--- src/rtl/link_n.sv ---
// N-input wormhole packet merger: round-robin arbitration with the grant held
// from the opening flit to the tail, feeding a two-entry registered output buffer.
module link_n #(
  parameter int unsigned N           = 4,
  parameter int unsigned DATA_WIDTH  = 32,
  parameter logic [1:0]  TYPE_HEAD   = 2'b00,
  parameter logic [1:0]  TYPE_BODY   = 2'b01,
  parameter logic [1:0]  TYPE_TAIL   = 2'b10,
  parameter logic [1:0]  TYPE_SINGLE = 2'b11
) (
  input  logic                    clk,
  input  logic                    rst,
  input  logic [N*DATA_WIDTH-1:0] in_data_i,
  input  logic [N-1:0]            in_valid_i,
  output logic [N-1:0]            in_ready_o,
  output logic [DATA_WIDTH-1:0]   data_o,
  output logic                    valid_o,
  input  logic                    ready_i,
  output logic [N-1:0]            owner_o
);

  localparam int unsigned IW = (N > 1) ? $clog2(N) : 1;

  typedef enum logic {S_IDLE, S_LOCKED} state_e;

  state_e                state_q, state_d;
  logic [IW-1:0]         ptr_q, ptr_d;
  logic [IW-1:0]         own_idx_q, own_idx_d;
  logic [N-1:0]          owner_q, owner_d;
  logic [1:0]            count_q, count_d;
  logic                  space_q, valid_q;
  logic [DATA_WIDTH-1:0] buf0_q, buf0_d, buf1_q, buf1_d;

  logic [IW-1:0]         win_idx, sel_idx;
  logic                  win_found;
  logic [DATA_WIDTH-1:0] sel_data;
  logic [1:0]            sel_type;
  logic                  push, pop;

  // Round-robin search starting one past the previous winner.
  always_comb begin
    int unsigned idx;
    logic [IW-1:0] idx_w;
    idx       = 0;
    idx_w     = '0;
    win_idx   = '0;
    win_found = 1'b0;
    for (int unsigned k = 1; k <= N; k++) begin
      idx   = (32'(ptr_q) + k) % N;
      idx_w = IW'(idx);
      if (!win_found && in_valid_i[idx_w]) begin
        win_found = 1'b1;
        win_idx   = idx_w;
      end
    end
  end

  assign sel_idx  = (state_q == S_LOCKED) ? own_idx_q : win_idx;
  assign sel_data = in_data_i[32'(sel_idx)*DATA_WIDTH +: DATA_WIDTH];
  assign sel_type = sel_data[DATA_WIDTH-1 -: 2];

  // Readies depend only on registered space, never on ready_i.
  always_comb begin
    in_ready_o = '0;
    if (!rst && space_q) begin
      if (state_q == S_LOCKED) begin
        in_ready_o = owner_q;
      end else if (win_found) begin
        in_ready_o[win_idx] = 1'b1;
      end
    end
  end

  assign push    = |(in_valid_i & in_ready_o);
  assign pop     = valid_q & ready_i;
  assign valid_o = valid_q;
  assign data_o  = buf0_q;
  assign owner_o = owner_q;

  // Packet lock and arbitration pointer.
  always_comb begin
    state_d   = state_q;
    ptr_d     = ptr_q;
    own_idx_d = own_idx_q;
    owner_d   = owner_q;
    if (push) begin
      if (state_q == S_IDLE) begin
        ptr_d = win_idx;
        if (sel_type == TYPE_HEAD || sel_type == TYPE_BODY) begin
          state_d   = S_LOCKED;
          own_idx_d = win_idx;
          owner_d   = N'(1) << win_idx;
        end
      end else if (sel_type == TYPE_TAIL || sel_type == TYPE_SINGLE) begin
        state_d = S_IDLE;
        owner_d = '0;
      end
    end
  end

  // Two-entry FIFO; buf0 is always the oldest entry.
  always_comb begin
    buf0_d  = buf0_q;
    buf1_d  = buf1_q;
    count_d = count_q;
    case ({push, pop})
      2'b10: begin
        if (count_q == 2'd0) buf0_d = sel_data;
        else                 buf1_d = sel_data;
        count_d = count_q + 2'd1;
      end
      2'b01: begin
        buf0_d  = buf1_q;
        count_d = count_q - 2'd1;
      end
      2'b11: begin
        if (count_q == 2'd1) begin
          buf0_d = sel_data;
        end else begin
          buf0_d = buf1_q;
          buf1_d = sel_data;
        end
      end
      default: ;
    endcase
  end

  always_ff @(posedge clk) begin
    if (rst) begin
      state_q   <= S_IDLE;
      ptr_q     <= IW'(N - 1);
      own_idx_q <= '0;
      owner_q   <= '0;
      count_q   <= 2'd0;
      space_q   <= 1'b1;
      valid_q   <= 1'b0;
      buf0_q    <= '0;
      buf1_q    <= '0;
    end else begin
      state_q   <= state_d;
      ptr_q     <= ptr_d;
      own_idx_q <= own_idx_d;
      owner_q   <= owner_d;
      count_q   <= count_d;
      space_q   <= (count_d != 2'd2);
      valid_q   <= (count_d != 2'd0);
      buf0_q    <= buf0_d;
      buf1_q    <= buf1_d;
    end
  end

endmodule
--- config.mk ---
export PLATFORM = sky130hd
export DESIGN_NAME = link_n
export DESIGN_NICKNAME = d
export VERILOG_FILES = /design/src/rtl/link_n.sv
export SDC_FILE = /design/constraint.sdc
export NUM_CORES = 1
export LEC_CHECK = 0
export CAP_MARGIN = 20
export CORE_ASPECT_RATIO = 0.6
export CORE_MARGIN = 2
export CORE_UTILIZATION = 30
export DETAILED_ROUTE_END_ITERATION = 8
export GPL_TIMING_DRIVEN = 0
export SLEW_MARGIN = 25
export SYNTH_ARGS = -nofsm -noshare
export SYNTH_HDL_FRONTEND = slang
export SYNTH_SLANG_ARGS = --single-unit
--- constraint.sdc ---
create_clock -name clk -period 4.51 [get_ports clk]
set_input_delay 0.902 -clock clk [delete_from_list [all_inputs] [get_ports clk]]
set_output_delay 0.902 -clock clk [all_outputs]
set_load 0.01 [all_outputs]
==> results of run 1 <==
-- per-stage QoR --
step	worst slack, ns	hold slack, ns	setup TNS, ns	std cells	total power (uW)
floorplan	1.04	0.433	0	550	1930
global placement	-0.188	0.440	-3.62	921	2550
detailed placement	-0.231	0.448	-4.72	921	2580
CTS	0.118	0.457	0	936	3240
global route	-0.0354	0.468	-0.150	936	3450
finish	0.143	0.456	0	936	3240
-- logic make-up (layout without fill, tap and decap cells) --
kind of cell             count (synthesis)  count (layout)
flip-flops                              77              77
adder cells (fa/ha/maj)                  5               5
AO/OA/AOI/OAI                          160             160
AND/OR/NAND/NOR                        154             154
multiplexers                           102             102
buffers and inverters                   52             240
-- flip-flops by register name (all words and copies together) (netlist names) --
name and cells:
count_q 2, ptr_q 2, valid_o 1, buf1_q 32, state_q 1, own_idx_q 2, space_q 1, owner_o 4
data_o 32
-- metal layers --
layer | vias to the layer above | wire (um) | part of all wire | GRT usage
met5 | - | 0 | 0 | 0
met4 | 0 | 119 | 0.0073 | 0.0381
met3 | 14 | 1570 | 0.096 | 0.0518
met2 | 237 | 6770 | 0.41 | 0.304
met1 | 2271 | 7950 | 0.48 | 0.292
li1 | 2354 | - | - | -
-- worst register-to-register path: cells and delay by family (launching register included) --
| kind | cells | cell delay (ns) |
|---|---|---|
| compound gates | 6 | 1.51 |
| fa+ha+maj | 1 | 0.30 |
| buf+inv | 2 | 0.57 |
| flops | 1 | 0.46 |
| simple gates | 3 | 0.59 |
-- report_power, final --
group	switching (uW)	internal (uW)	total, uW
clock network	283	367	650
registers	103	854	956
logic	905	731	1640
total	1290	1950	3240
-- worst min path at each step --
stage,start,slack [ns],end
finish,buf1_q[18],0.46,buf1_q[18]
global route,buf1_q[15],0.47,buf1_q[15]
CTS,buf1_q[11],0.46,buf1_q[11]
detailed placement,buf1_q[18],0.45,buf1_q[18]
global placement,buf1_q[9],0.44,buf1_q[9]
floorplan,buf1_q[0],0.43,buf1_q[0]
-- cell usage after synthesis, drive strengths merged (2+ instances only) --
| cell | count | share of area |
|---|---|---|
| nand2b | 4 | 0.0056 |
| nor2b | 6 | 0.0084 |
| o22ai | 31 | 0.043 |
| or2 | 3 | 0.0042 |
| clkbuf | 29 | 0.024 |
| o21ai | 38 | 0.044 |
| ha | 5 | 0.014 |
| nor2 | 48 | 0.041 |
| a21oi | 40 | 0.045 |
| nand2 | 83 | 0.069 |
| mux2i | 101 | 0.23 |
| a31oi | 3 | 0.0042 |
| buf | 15 | 0.017 |
| inv | 8 | 0.0067 |
| nand3 | 3 | 0.0033 |
| a32oi | 4 | 0.0095 |
| a211oi | 32 | 0.054 |
| nor3 | 2 | 0.0022 |
| dfxtp | 77 | 0.34 |
| a22oi | 2 | 0.0033 |
| and3 | 3 | 0.0042 |
-- final cells by class --
class,instances,area [um^2],area share
clock buffer,10,229,0.0340
inverter,8,30.0,0.00445
clock inverter,5,28.8,0.00427
buffer,44,193,0.0286
sequential,77,1540,0.229
multi-input combinational,421,2740,0.406
timing repair buffer,173,1730,0.257
tap,198,248,0.0367
-- timing repair --
action | 4_1_cts | 5_1_grt
setup endpoints to repair | 0 | 59
resized for setup | 0 | 14
buffers inserted | 0 | 0
==> results.yml, run 1 <==
sta:
  relSlewSlack: 0.579
  hold_violations: 0
  min_period_ns: 4.37
  fmax_mhz: 229
  setup_viol: 0
  skew_ns: 0.00681
  worstMarginPinSlew_ns: 0.632
  fin_crit_sh: 0.968
  slew_violations: 0
finish:
  area_growth_pct: 50.3
  fin_area_mm2: 0.00674
  final_common_cell: "clkdlybuf4s50_1"
  layout-drive-gt1-share: 0.0556
  finalNetCount: 874
  layout_common_cells: "clkdlybuf4s50_1 (173), mux2i_1 (100), nand2_1 (83)"
  utilization: 0.463
  n_fill_cell: 1415
  diodes: 0
setup_path:
  r2r_start: "ptr_q[1]"
  cpPeakStageDelay_ns: 0.57
  cp.depth: 8
  crit_slowest_cell: "clkdlybuf4s50_1"
  worstSetupEndpoint: "in_ready_o[2]"
  cp_cell_sequence: "clkdlybuf4s50_1 -> nor2b_1 -> o21ai_1 -> o311ai_0 -> clkbuf_1 -> or3_1 -> a21oi_1 -> clkdlybuf4s50_1"
  path_buf_inv: 3
  startpoint_type: "input port"
  r2r_cells: 12
  crit_path_end_kind: "output pin"
  crit_path_max_fanout: 10
  crit_start: "in_valid_i[3]"
  arrival_ns: 3.47
  required_ns: 3.61
  r2r_setup_slack_ns: 1.00
  timing.rr.end: "buf1_q[1]"
  path_common_cell: "clkdlybuf4s50_1"
  path_class: "in2out"
  cpLargestDelayFamily: "buffers and inverters"
outcome:
  status: "finished clean"
clocking:
  numCtsBuffers: 9
  ctsHoldBuffers: 0
  cts_root_buf: "clkbuf_16"
  h-tree-depth: 3
  clk_pin_slew_ns: 0.06
  clkLatencyLatePin_ns: 0.34
  clockBufferDepth: 2
  cts_tree: "yes"
  cts.sinks: 77
global_routing:
  antenna_found_initial: 0
  grt-ovfl-total: 0
  grt_max_degree: 13
  grt_pass1_vias: 4827
  grt_pass1_wl_um: 25500
  grt_use_total: 0.202
floorplanning:
  num_rows: 34
  fp.dieW_um: 162
  ios: 176
  die_h_um: 98.7
  core_mm2: 0.0145
  fp.dieArea_mm2: 0.0160
  initial_core_util: 0.308
synth:
  syn_inst: 550
  ys_seq_area_frac: 0.344
  yosys_register_bits: 77
  ys_types: 42
  synth_mux_area_frac: 0.231
  synth_xor_area_frac: 0
  synth_top_flop_cell: "dfxtp_1"
  syn-num-nets: 690
  synth_compound_area_frac: 0.223
  synth_fa_ha_area_frac: 0.0139
  synth_edf_count: 0
  syn_avg_cell_area_um2: 8.16
  yosysWarnings: 0
  yosys.area_share.simple: 0.141
  synth_top_family_by_area: "multiplexers"
  synthesis.area_mm2: 0.00449
  synthArstFlopShare: 0
run:
  cap_viol_max_count: 0
detailed_routing:
  antenna_left: 0
  routed-via-count: 4876
  viasPerCell: 5.21
  post_drt_wl_per_cell_um: 17.5
  totalWireLength_um: 16400
  drt_iter0_markers: 406
  drc: 0
  first_pass_iters: 5
placed_design:
  place_area_mm2: 0.00646
  numPortBuffers: 173
  place.gp.congestion: 0.861
  dp_hpwl_um: 12600
pwr:
  p_leak_uw: 0.00257
  p_per_area_mw_per_mm2: 481
  vdd_drop_max_mv: 0.219
worst_hold_path:
  hold_path_class: "reg2reg"
  min_path_cells: 2
Power figures use the tool's default switching activity.
==> run 2: changes to the inputs <==
- clock period: 4.51 -> 3.9 ns (I/O delays scaled with it)
==> results.yml, run 2 (synthesis results as in run 1) <==
clocking:
  cts.sinks: 77
  cts_root_buf: "clkbuf_16"
  ctsHoldBuffers: 0
  clkLatencyLatePin_ns: 0.33
  clk_pin_slew_ns: 0.06
  clockBufferDepth: 2
  cts_tree: "yes"
  numCtsBuffers: 9
  h-tree-depth: 3
floorplanning:
  core_mm2: 0.0145
  ios: 176
  initial_core_util: 0.308
  fp.dieArea_mm2: 0.0160
  fp.dieW_um: 162
  die_h_um: 98.7
  num_rows: 34
setup_path:
  r2r_setup_slack_ns: 0.77
  r2r_cells: 14
  arrival_ns: 2.93
  crit_slowest_cell: "clkdlybuf4s50_1"
  required_ns: 3.12
  cpPeakStageDelay_ns: 0.56
  crit_path_max_fanout: 10
  cp_cell_sequence: "clkdlybuf4s50_1 -> nor2b_2 -> o21ai_2 -> o311ai_1 -> buf_4 -> nor2b_1 -> a21oi_1 -> nor2_1 -> clkdlybuf4s50_1"
  path_class: "in2out"
  path_common_cell: "clkdlybuf4s50_1"
  cpLargestDelayFamily: "buffers and inverters"
  r2r_start: "ptr_q[1]"
  startpoint_type: "input port"
  path_buf_inv: 3
  crit_path_end_kind: "output pin"
  timing.rr.end: "data_o[30]"
pwr:
  p_per_area_mw_per_mm2: 556
  p_leak_uw: 0.00264
  vdd_drop_max_mv: 0.261
global_routing:
  grt_pass1_wl_um: 25600
  grt_max_degree: 13
  grt-ovfl-total: 0
  grt_pass1_vias: 4858
  antenna_found_initial: 0
  grt_use_total: 0.202
outcome:
  status: "finished clean"
sta:
  fmax_mhz: 270
  min_period_ns: 3.71
  setup_slack_ns: 0.191
  slew_violations: 0
  setup_viol: 0
  setup_tns_ns: 0
  skew_ns: 0.00808
  worstMarginPinSlew_ns: 0.581
  relSlewSlack: 0.613
  rsz0062_at_grt: "false"
  fin_crit_sh: 0.951
  hold_violations: 0
detailed_routing:
  totalWireLength_um: 16400
  first_pass_iters: 5
  routed-via-count: 4847
  viasPerCell: 5.16
  drc: 0
  post_drt_wl_per_cell_um: 17.4
  antenna_left: 0
  drt_iter0_markers: 333
finish:
  area_growth_pct: 52.4
  finalNetCount: 878
  final_common_cell: "clkdlybuf4s50_1"
  layout_common_cells: "clkdlybuf4s50_1 (171), mux2i_1 (100), nand2_1 (82)"
  diodes: 0
  layout-drive-gt1-share: 0.0795
worst_hold_path:
  min_path_cells: 2
  hold_end: "buf1_q[11]"
  min_from: "buf1_q[11]"
  hold_path_class: "reg2reg"
placed_design:
  dp_hpwl_um: 12600
  numPortBuffers: 173
  dp_slack_ns: -0.719
  place.gp.congestion: 0.861
run:
  cap_viol_max_count: 0
## run 2: metrics by stage
stage | area [um^2] | util | hold slack, ns | std cells | total power (uW)
2_1_floorplan | 4490 | - | 0.433 | 550 | 2230
3_3_place_gp | 6460 | 0.444 | 0.440 | 921 | 2950
3_5_place_dp | 6460 | 0.444 | 0.448 | 921 | 2990
4_1_cts | 6760 | 0.464 | 0.457 | 936 | 3770
5_1_grt | 6830 | 0.470 | 0.468 | 940 | 4040
6_report | 6830 | 0.470 | 0.457 | 940 | 3800
## run 2: what timing repair did
action / 4_1_cts / 5_1_grt
cloned: 0 / 0
resized for setup: 17 / 24
setup buffers: 0 / 4
pin swaps: 0 / 2
endpoints found under the setup margin: 68 / 67
## run 2: power breakdown
group	leakage, uW	internal, uW	switching [uW]
clock	0.000132	424	325
sequential	0.000633	987	120
combinational	0.00188	885	1060
total	0.00264	2300	1500
## run 2: worst reg2reg max path, stage by stage, from the launching register on
cell,delay [ns]
dfxtp_1,0.47
o21ai_2,0.12
o221ai_4,0.27
nand2_1,0.16
o32a_1,0.36
o21ai_4,0.19
inv_1,0.09
ha_1,0.22
nand2_1,0.08
nand2_1,0.13
nand2_2,0.17
clkbuf_4,0.26
o22ai_1,0.12
a211oi_1,0.28
nor2_1,0.09
## run 2: layer usage
metal	track usage	part of all wire
met5	0	0
met4	0.0381	0.0038
met3	0.0518	0.091
met2	0.307	0.42
met1	0.290	0.49
## run 2: area by class of cell
type                       instances  area, um^2
timing repair buffer             177        1760
clock buffer                      10         229
sequential                        77        1540
fill                            1409        7710
clock inverter                     5        28.8
inverter                           8        30.0
buffer                            44         219
multi-input combinational        421        2780
tap                              198         248
## run 2: worst max-delay path by stage
stage | from | endpoint | slack [ns] | depth (start not counted)
5_1_grt | in_valid_i[2] | data_o[4] | 0.01 | 15
4_1_cts | in_valid_i[1] | data_o[18] | 0.01 | 15
2_1_floorplan | in_valid_i[0] | data_o[28] | 0.55 | 15
6_report | in_valid_i[3] | in_ready_o[1] | 0.19 | 9
3_3_place_gp | in_valid_i[1] | data_o[4] | -0.68 | 15
3_5_place_dp | in_valid_i[1] | data_o[30] | -0.72 | 15
